[src/rtl/spi_fpu_framer.sv]
// Frames SPI bytes into an FPU command (opcode, A, B) and streams the FPU result back MSB-first.
// Optional status byte ahead of the result: define SPI_FPU_FRAMER_STATUS_EN.
module spi_fpu_framer #(
  parameter int OPERAND_BYTES = 4
) (
  input  logic                         clock,
  input  logic                         reset,
  input  logic                         active,
  input  logic                         in_data_valid,
  input  logic [7:0]                   in_data,
  output logic                         out_data_valid,
  output logic [7:0]                   out_data,
  input  logic                         out_data_ready,
  output logic                         op_valid,
  input  logic                         op_ready,
  output logic [7:0]                   op_code,
  output logic [8*OPERAND_BYTES-1:0]   op_a,
  output logic [8*OPERAND_BYTES-1:0]   op_b,
  input  logic                         result_valid,
  input  logic [8*OPERAND_BYTES-1:0]   result,
  output logic                         result_ready,
  output logic                         busy,
  output logic                         overrun,
  output logic                         frame_abort
);

  localparam int W           = 8 * OPERAND_BYTES;
  localparam int FRAME_BYTES = 1 + 2 * OPERAND_BYTES;
  localparam int CNT_W       = $clog2(2 * OPERAND_BYTES + 2);
  localparam int TXC_W       = $clog2(OPERAND_BYTES + 2);
`ifdef SPI_FPU_FRAMER_STATUS_EN
  localparam int TX_BYTES    = OPERAND_BYTES + 1;
`else
  localparam int TX_BYTES    = OPERAND_BYTES;
`endif

  typedef enum logic [2:0] {
    S_IDLE,
    S_COLLECT,
    S_ISSUE,
    S_WAIT,
    S_TX
  } state_t;

  state_t             state_q, state_d;
  logic [CNT_W-1:0]   cnt_q, cnt_d;
  logic [7:0]         op_code_q, op_code_d;
  logic [2*W-1:0]     opnd_q, opnd_d;
  logic [W-1:0]       tx_q, tx_d;
  logic [TXC_W-1:0]   tx_cnt_q, tx_cnt_d;
  logic               overrun_q, overrun_d;
  logic               frame_abort_q, frame_abort_d;
  logic               drop;
  logic               status_phase;

  always_ff @(posedge clock or posedge reset) begin
    if (reset) begin
      state_q       <= S_IDLE;
      cnt_q         <= '0;
      op_code_q     <= '0;
      opnd_q        <= '0;
      tx_q          <= '0;
      tx_cnt_q      <= '0;
      overrun_q     <= 1'b0;
      frame_abort_q <= 1'b0;
    end else begin
      state_q       <= state_d;
      cnt_q         <= cnt_d;
      op_code_q     <= op_code_d;
      opnd_q        <= opnd_d;
      tx_q          <= tx_d;
      tx_cnt_q      <= tx_cnt_d;
      overrun_q     <= overrun_d;
      frame_abort_q <= frame_abort_d;
    end
  end

  // The receiver cannot be back-pressured, so bytes outside IDLE/COLLECT are lost.
  assign drop = in_data_valid &&
                ((state_q == S_ISSUE) || (state_q == S_WAIT) || (state_q == S_TX));

`ifdef SPI_FPU_FRAMER_STATUS_EN
  assign status_phase = (state_q == S_TX) && (tx_cnt_q == TXC_W'(TX_BYTES));
`else
  assign status_phase = 1'b0;
`endif

  always_comb begin
    state_d       = state_q;
    cnt_d         = cnt_q;
    op_code_d     = op_code_q;
    opnd_d        = opnd_q;
    tx_d          = tx_q;
    tx_cnt_d      = tx_cnt_q;
    overrun_d     = overrun_q;
    frame_abort_d = 1'b0;

    case (state_q)
      S_IDLE: begin
        if (in_data_valid && active) begin
          op_code_d = in_data;
          opnd_d    = '0;
          cnt_d     = CNT_W'(1);
          state_d   = S_COLLECT;
        end
      end
      S_COLLECT: begin
        // A byte in the same cycle as chip-select falling still counts.
        if (in_data_valid) begin
          opnd_d = {opnd_q[2*W-9:0], in_data};
          cnt_d  = cnt_q + CNT_W'(1);
          if (cnt_q == CNT_W'(FRAME_BYTES - 1)) begin
            state_d = S_ISSUE;
          end
        end else if (!active) begin
          cnt_d         = '0;
          frame_abort_d = 1'b1;
          state_d       = S_IDLE;
        end
      end
      S_ISSUE: begin
        if (op_ready) begin
          state_d = S_WAIT;
        end
      end
      S_WAIT: begin
        if (result_valid) begin
          tx_d     = result;
          tx_cnt_d = TXC_W'(TX_BYTES);
          state_d  = S_TX;
        end
      end
      S_TX: begin
        if (out_data_ready) begin
          if (!status_phase) begin
            tx_d = {tx_q[W-9:0], 8'h00};
          end
          tx_cnt_d = tx_cnt_q - TXC_W'(1);
          if (tx_cnt_q == TXC_W'(1)) begin
            cnt_d   = '0;
            state_d = S_IDLE;
          end
        end
      end
      default: begin
        state_d = S_IDLE;
      end
    endcase

    // A fresh drop outranks the clear from sending the status byte.
    if (drop) begin
      overrun_d = 1'b1;
    end else if (status_phase && out_data_ready) begin
      overrun_d = 1'b0;
    end
  end

`ifdef SPI_FPU_FRAMER_STATUS_EN
  assign out_data = status_phase ? {overrun_q, 3'b000, op_code_q[3:0]} : tx_q[W-1 -: 8];
`else
  assign out_data = tx_q[W-1 -: 8];
`endif

  assign out_data_valid = (state_q == S_TX);
  assign op_valid       = (state_q == S_ISSUE);
  assign result_ready   = (state_q == S_WAIT);
  assign busy           = (state_q != S_IDLE);
  assign op_code        = op_code_q;
  assign op_a           = opnd_q[2*W-1:W];
  assign op_b           = opnd_q[W-1:0];
  assign overrun        = overrun_q;
  assign frame_abort    = frame_abort_q;

endmodule

[config.mk]
export PLATFORM = sky130hd
export DESIGN_NAME = spi_fpu_framer
export DESIGN_NICKNAME = d
export VERILOG_FILES = /design/src/rtl/spi_fpu_framer.sv
export SDC_FILE = /design/constraint.sdc
export NUM_CORES = 1
export LEC_CHECK = 0
export CORE_UTILIZATION = 49
export CTS_CLUSTER_SIZE = 30
export DETAILED_ROUTE_END_ITERATION = 16
export PLACE_DENSITY = 0.81
export SLEW_MARGIN = 25
export SYNTH_ARGS = -nofsm -noshare
export SYNTH_HDL_FRONTEND = slang
export SYNTH_SLANG_ARGS = --single-unit
[constraint.sdc]
create_clock -name clock -period 5.3 [get_ports clock]
set_input_delay 1.59 -clock clock [delete_from_list [all_inputs] [get_ports clock]]
set_output_delay 1.59 -clock clock [all_outputs]
set_load 0.05 [all_outputs]
==> results of run 1 <==
[worst reg2reg max path, stage by stage, from the launching register on]
cell      delay [ns]
dfrtp_1         0.61
nor3b_4         0.25
buf_4           0.58
nand2_1         0.27
o211ai_1        0.29
mux2_2          0.36
[flip-flops by register name, summed over array words and instances, names as in the netlist]
signal	flops
opnd_q	64
tx_q	32
op_code	8
cnt_q	4
state_q	3
tx_cnt_q	3
frame_abort	1
overrun	1
[metal layers]
| layer | global-route usage | up-vias |
|---|---|---|
| met5 | 0 | - |
| met4 | 0.111 | 0 |
| met3 | 0.0603 | 27 |
| met2 | 0.363 | 109 |
| met1 | 0.271 | 1728 |
| li1 | - | 1910 |
[cells in the final DEF, fill, tap and decap left out, drive strengths merged, types with 6 or more instances in the layout]
cell type / n
clkdlybuf4s50: 132
dfrtp: 116
mux2i: 25
mux2: 10
clkbuf: 18
o21ai: 94
nand2: 161
clkinv: 8
buf: 6
inv: 9
a22o: 8
[final cells by class]
type	count	area, um2	area share
Clock buffer	18	428	0.0621
Clock inverter	14	131	0.0191
Tap cell	133	166	0.0241
Sequential cell	116	2900	0.421
Timing Repair Buffer	138	1390	0.202
Inverter	7	28.8	0.00418
Multi-Input combinational cell	337	1840	0.268
[how the worst min path moves through the flow]
stage	startpoint	endpoint	slack [ns]
CTS	overrun$_DFFE_PP0P_	overrun$_DFFE_PP0P_	0.48
global route	tx_q[24]$_DFFE_PP0P_	tx_q[24]$_DFFE_PP0P_	0.50
floorplan	tx_q[13]$_DFFE_PP0P_	tx_q[13]$_DFFE_PP0P_	0.45
finish	tx_q[21]$_DFFE_PP0P_	tx_q[21]$_DFFE_PP0P_	0.48
global placement	overrun$_DFFE_PP0P_	overrun$_DFFE_PP0P_	0.45
detailed placement	overrun$_DFFE_PP0P_	overrun$_DFFE_PP0P_	0.46
[power breakdown]
part,switching (uW),total [uW],leakage [uW],internal (uW)
clock network,418,1060,0.000269,637
registers,186,1310,0.00153,1130
logic,1030,1560,0.00106,529
[cell families (layout without fill, tap and decap cells)]
logic type               after synthesis  count (layout)
XOR/XNOR                               2               2
multiplexers                          35              35
AND/OR/NAND/NOR                      182             182
flip-flops                           116             116
adder cells (fa/ha/maj)                4               4
AO/OA/AOI/OAI                        114             114
buffers and inverters                 49             177
[through the flow]
step | setup WS [ns] | total power [uW] | hold slack [ns] | util | instance area, um2
2_1_floorplan | 0.638 | 2480 | 0.449 | - | 5000
3_3_place_gp | 1.59 | 2830 | 0.452 | 0.642 | 6300
3_5_place_dp | 1.51 | 2880 | 0.464 | 0.644 | 6330
4_1_cts | 1.35 | 3950 | 0.483 | 0.701 | 6890
5_1_grt | 1.24 | 4140 | 0.504 | 0.702 | 6890
6_report | 1.37 | 3930 | 0.478 | 0.702 | 6890
==> implementation parameters, run 1 <==
Parameter                              Value

Floorplan
  Height of the chip ... roughly 100 um
  Starting utilization of the core area ... 0.509
  Total Die Area ... 0.0106 mm2
  Number of top-level design ports ... approximately 130
  Area of the placeable core ... 0.00982 mm2
  Die width ... ~100 um
  Number of placement rows ... 36

Clock network
  Clock Root Buffer ... clkbuf_8
  # hold bufs at CTS ... 0
  Level count of the clock H-tree ... 4
  Setup Buffers After CTS ... 0
  Clock Tree Buf Depth ... 2
  Clock tree from TritonCTS ... yes
  Cts bufs inserted ... 17
  CTS Sinks ... 116
  Resized cells post-CTS ... 0
  Clock Latency Late Sink ... 0.51 ns
  Clk pin slew, worst setup/hold paths ... 0.06 ns

Placement
  Number of placed instances with taps included ... around 730
  Half-perimeter wire length of the detailed placement result ... between 7 and 8 mm
  Global placement routability congestion ... approximately 0.85
  I/O Buffers ... 132

Worst setup path
  CP Cell Sequence ... nor2b_1, and2_1, clkdlybuf4s50_1
  Crit-path slowest cell ... clkdlybuf4s50_1
  Type of the setup path with the least slack ... reg2out
  Worst setup slack for register-to-register paths ... roughly 2.8 ns
  Largest stage delay on the critical path ... approximately 0.80 ns
  Logic depth of the worst path, buffers included ... 3
  Critical Path Source ... state_q[1]$_DFFE_PP0P_
  Top cell family by delay on the critical path ... buffers and inverters
  CP Capture Point ... result_ready
  Critical path buffer and inverter count ... 1
  Worst reg2reg path startpoint ... state_q[0]$_DFFE_PP0P_
  Setup crit end kind ... output port
  Reg2Reg Depth ... 5
  Data arrival time of the critical path ... 2.34 ns
  Kind of start point of the critical path ... register
  Terminus of the critical flop-to-flop path ... state_q[0]$_DFFE_PP0P_
  Worst endpoint required time ... approximately 3.7 ns
  Critical path fanouts, max ... 8

Timing
  Count of endpoints failing hold in the final timing report ... 0
  Final setup vio count ... 0
  Relative slew slack ... 0.450
  Post-route clock skew ... about 0.0065 ns
  RSZ-0062 raised after global routing ... false
  Min Tclk post-route ... 3.93 ns
  Peak Freq ... between 200 and 300 MHz
  Period Utilization, post-route ... 0.741
  Slew at the pin closest to its max-slew limit ... ~0.83 ns
  Final number of max-transition violations ... 0
  Setup TNS ... 0 ns

Power
  Pwr/cell area ... between 500 and 600 mW/mm2
  Worst ir drop on vdd ... approximately 0.45 mV
  Static Leak ... between 0.002 and 0.003 uW

Worst hold path
  Count of cells along the worst hold path ... 2
  Class of the most critical hold timing path ... reg2reg

Routing
  Wl on met1 ... 4.67 mm
  Post-DRT Antenna Nets ... 0
  Wire length reported by the detailed router ... 11.0 mm
  Highest metal layer with signal wires ... met4
  Initial DRC count ... between 100 and 150
  Residual DRC ... 0
  DR WL met3 ... approximately 440 um
  Number of iterations in the first detailed-routing pass ... 5
  Total number of vias ... 3774
  Vias per cell ... approximately 5
  Wirelength per Cell ... ~14 um
  Met2 wire len ... between 5 and 6 mm

Yosys
  Leading post-synthesis cells by instance count ... 161 x nand2_1, 116 x dfrtp_1, 59 x o21ai_0, 35 x o21ai_1, 25 x mux2i_1
  Number of instances in the synthesized netlist ... 502
  Mux cell area share after synthesis ... 0.0726
  Post-Synth XOR/XNOR Area ... 0.00350
  Number of enable flip-flop cells after synthesis ... 0
  Library cell with the highest instance count after synthesis ... nand2_1
  Netlist area before placement ... 0.00500 mm2
  Fraction of the mapped netlist area in compound gates ... 0.126
  Cell types with the largest area share after synthesis ... dfrtp_1 58%, nand2_1 12%, o21ai_0 5.9%
  Count of synthesis-stage warnings from yosys ... 0
  Synth cell types ... 36
  Largest area contributor in the synthesized netlist ... dfrtp_1
  Dominant register cell in the synthesized netlist ... dfrtp_1
  Post-Synthesis Net Count ... between 500 and 600
  Main combinational cell family by area after synthesis ... simple AND/OR/NAND/NOR gates
  Post-Synth Adder-Cell Area ... 0.0100
  Mapped Avg Cell Area ... between 9 and 10 um2
  Post-synthesis simple-gate area fraction ... 0.152
  Share of the synthesized area in the top cell type ... 0.581
  Share of flip-flops with an asynchronous set or reset after synthesis ... 1.00
  Portion of the post-synthesis area used by sequential elements ... 0.581
  Seq cells post-synth ... around 120

Global route
  Maximum number of pins on one net before global-route repair ... roughly 130
  GR Overflow Total ... 0
  Total global-route track usage ... 0.221
  Via count of the first global-routing pass ... approximately 3700
  Number of antenna violations at the first check in global routing ... 0
  First-pass GRT wire length ... between 15 and 20 mm

Finish
  Post-route non-filler standard cell count ... 763
  Area Growth Syn to Fin ... 37.8%
  Count of nets after finishing ... roughly 670
  Share of cells above drive strength 1 ... 0.0873
  Layout fillers ... about 760
  Antenna diode count ... 0

Outcome
  Result of the run ... complete, no violations

Run
  Max-capacitance violation count ... 0
No activity file was read; power rests on OpenSTA's default activity.
==> inputs of run 2 (changes only) <==
--- a/config.mk
+++ b/config.mk
@@ -5,10 +5,10 @@
 export SDC_FILE = /design/constraint.sdc
 export NUM_CORES = 1
 export LEC_CHECK = 0
-export CORE_UTILIZATION = 49
+export CORE_UTILIZATION = 44
 export CTS_CLUSTER_SIZE = 30
 export DETAILED_ROUTE_END_ITERATION = 16
-export PLACE_DENSITY = 0.81
+export PLACE_DENSITY = 0.77
 export SLEW_MARGIN = 25
 export SYNTH_ARGS = -nofsm -noshare
 export SYNTH_HDL_FRONTEND = slang
==> constraint.sdc (replaced) <==
create_clock -name clock -period 3.38 [get_ports clock]
set_input_delay 1.014 -clock clock [delete_from_list [all_inputs] [get_ports clock]]
set_output_delay 1.014 -clock clock [all_outputs]
set_load 0.05 [all_outputs]
==> implementation parameters, run 2 (synthesis results as in run 1) <==
Parameter                              Value

Clock network
  Clock tree from TritonCTS ... yes
  Level count of the clock H-tree ... 4 (unchanged)
  # hold bufs at CTS ... 0 (unchanged)
  Clock Root Buffer ... clkbuf_16
  CTS Sinks ... 116 (unchanged)
  Resized cells post-CTS ... 0 (unchanged)
  Clk pin slew, worst setup/hold paths ... 0.05 ns (about the same)
  Cts bufs inserted ... 17 (unchanged)
  Setup Buffers After CTS ... 0 (unchanged)
  Clock Latency Late Sink ... 0.41 ns (-0.10 ns)
  Clock Tree Buf Depth ... 2 (unchanged)

Worst setup path
  Data arrival time of the critical path ... 2.19 ns (-0.15 ns)
  Type of the setup path with the least slack ... reg2out
  Terminus of the critical flop-to-flop path ... state_q[0]$_DFFE_PP0P_
  Critical path fanouts, max ... 8 (unchanged)
  Reg2Reg Depth ... 4 (-1)
  Worst reg2reg path startpoint ... state_q[0]$_DFFE_PP0P_
  Kind of start point of the critical path ... register
  Worst setup slack for register-to-register paths ... 1.13 ns (-1.70 ns)
  Setup crit end kind ... output port
  CP Capture Point ... result_ready
  Critical Path Source ... state_q[1]$_DFFE_PP0P_
  Worst endpoint required time ... 2.37 ns (-1.34 ns)

Finish
  Antenna diode count ... 0 (unchanged)
  Reg area ... 0.00290 mm2 (unchanged)
  Number of flip-flops under the largest register name ... 64 (unchanged)
  Most common cell after layout, fill and taps aside ... nand2_1
  Layout fillers ... 914 (+20%)
  Most frequent cells in the layout ... 161 x nand2_1, 131 x clkdlybuf4s50_1, 116 x dfrtp_1
  Biggest register ... opnd_q
  Share of cells above drive strength 1 ... 0.0859 (-0.00145)
  Area Growth Syn to Fin ... 38.6%
  Design area ... 0.00693 mm2 (+0.56%)
  Area of the multi-input gates ... 0.00184 mm2 (unchanged)
  Count of nets after finishing ... 668 (unchanged)
  Final core utilization ... 0.634 (-0.0681)

Global route
  Via count of the first global-routing pass ... 3778 (+3.3%)
  Number of antenna violations at the first check in global routing ... 0 (unchanged)
  First-pass GRT wire length ... 18.1 mm (+2.3%)
  Total global-route track usage ... 0.199 (-0.0223)
  GR Overflow Total ... 0 (unchanged)
  Maximum number of pins on one net before global-route repair ... 129 (unchanged)

Outcome
  Result of the run ... complete, no violations

Floorplan
  Area of the placeable core ... 0.0109 mm2 (+11%)
  Total Die Area ... 0.0118 mm2 (+11%)
  Starting utilization of the core area ... 0.457 (-0.0520)
  Die width ... 109 um (+5.4%)
  Number of placement rows ... 38 (+5.6%)
  Number of top-level design ports ... 133 (unchanged)
  Height of the chip ... 109 um (+5.4%)

Power
  Power consumption ... 6230 uW (+59%)
  Static Leak ... 0.00288 uW (+0.72%)
  Worst ir drop on vdd ... 0.813 mV (+81%)
  Pwr/cell area ... 898 mW/mm2 (+58%)

Timing
  Period Utilization, post-route ... 0.949
  Relative slew slack ... 0.615 (+0.165)
  Setup TNS ... 0 ns (unchanged)
  Final number of max-transition violations ... 0 (unchanged)
  Peak Freq ... ~310 MHz
  RSZ-0062 raised after global routing ... false
  Slew at the pin closest to its max-slew limit ... 0.577 ns (-0.248 ns)
  Count of endpoints failing hold in the final timing report ... 0 (unchanged)
  Post-route clock skew ... 0.0120 ns (+0.00557 ns)
  Min Tclk post-route ... roughly 3.2 ns
  Final setup vio count ... 0 (unchanged)

Run
  Max-capacitance violation count ... 0 (unchanged)

Placement
  I/O Buffers ... 132 (unchanged)
  Half-perimeter wire length of the detailed placement result ... 7.41 mm (+2.0%)
  Cell area reported after detailed placement ... 0.00635 mm2 (+0.40%)
  Global placement routability congestion ... 0.766 (-10%)

Routing
  Number of iterations in the first detailed-routing pass ... 5 (unchanged)
  Wire length reported by the detailed router ... 11.0 mm (about the same)
  Initial DRC count ... 185 (+30%)
  Residual DRC ... 0 (unchanged)
  Post-DRT Antenna Nets ... 0 (unchanged)
  Wirelength per Cell ... 14.2 um (-0.83%)
  Total number of vias ... 3795 (+0.56%)
  Vias per cell ... 4.93 (-0.23%)

Worst hold path
  Class of the most critical hold timing path ... reg2reg
run 2: layout make-up:
cell class,count,area share
multi-input combinational,337,0.266
timing repair buffer,138,0.202
clock buffer,21,0.0679
clock inverter,10,0.0153
inverter,7,0.00433
tap,140,0.0253
sequential,116,0.419
run 2: metal layers:
layer	GRT usage	routed length (um)
met4	0.0840	157
met3	0.0542	495
met5	0	0
met1	0.251	4930
met2	0.322	5370
run 2: power breakdown:
group          total, uW  internal, uW  switching [uW]
logic               2450           830            1620
registers           2060          1770             289
clock network       1720          1130             588
run 2: worst max-delay path, stage by stage (launching register included):
cell             delay, ns
dfrtp_1               0.56
nor2b_1               0.27
and2_1                0.16
clkdlybuf4s50_1       0.80
run 2: how the worst min path moves through the flow:
stage	cells after the start	from	endpoint	slack (ns)
after floorplan	2	tx_q[13]$_DFFE_PP0P_	tx_q[13]$_DFFE_PP0P_	0.45
after global placement	1	overrun$_DFFE_PP0P_	overrun$_DFFE_PP0P_	0.45
after detailed placement	1	overrun$_DFFE_PP0P_	overrun$_DFFE_PP0P_	0.46
after CTS	1	overrun$_DFFE_PP0P_	overrun$_DFFE_PP0P_	0.47
after global routing	1	overrun$_DFFE_PP0P_	overrun$_DFFE_PP0P_	0.50
final	1	overrun$_DFFE_PP0P_	overrun$_DFFE_PP0P_	0.46
run 2: through the flow:
| stage | hold slack, ns | cells | setup slack, ns |
|---|---|---|---|
| finish | 0.462 | 769 | 0.174 |
| global route | 0.496 | 769 | 0.0772 |
| CTS | 0.473 | 769 | 0.163 |
| detailed placement | 0.456 | 738 | 0.591 |
| global placement | 0.453 | 738 | 0.632 |
| floorplan | 0.449 | 502 | 0.953 |
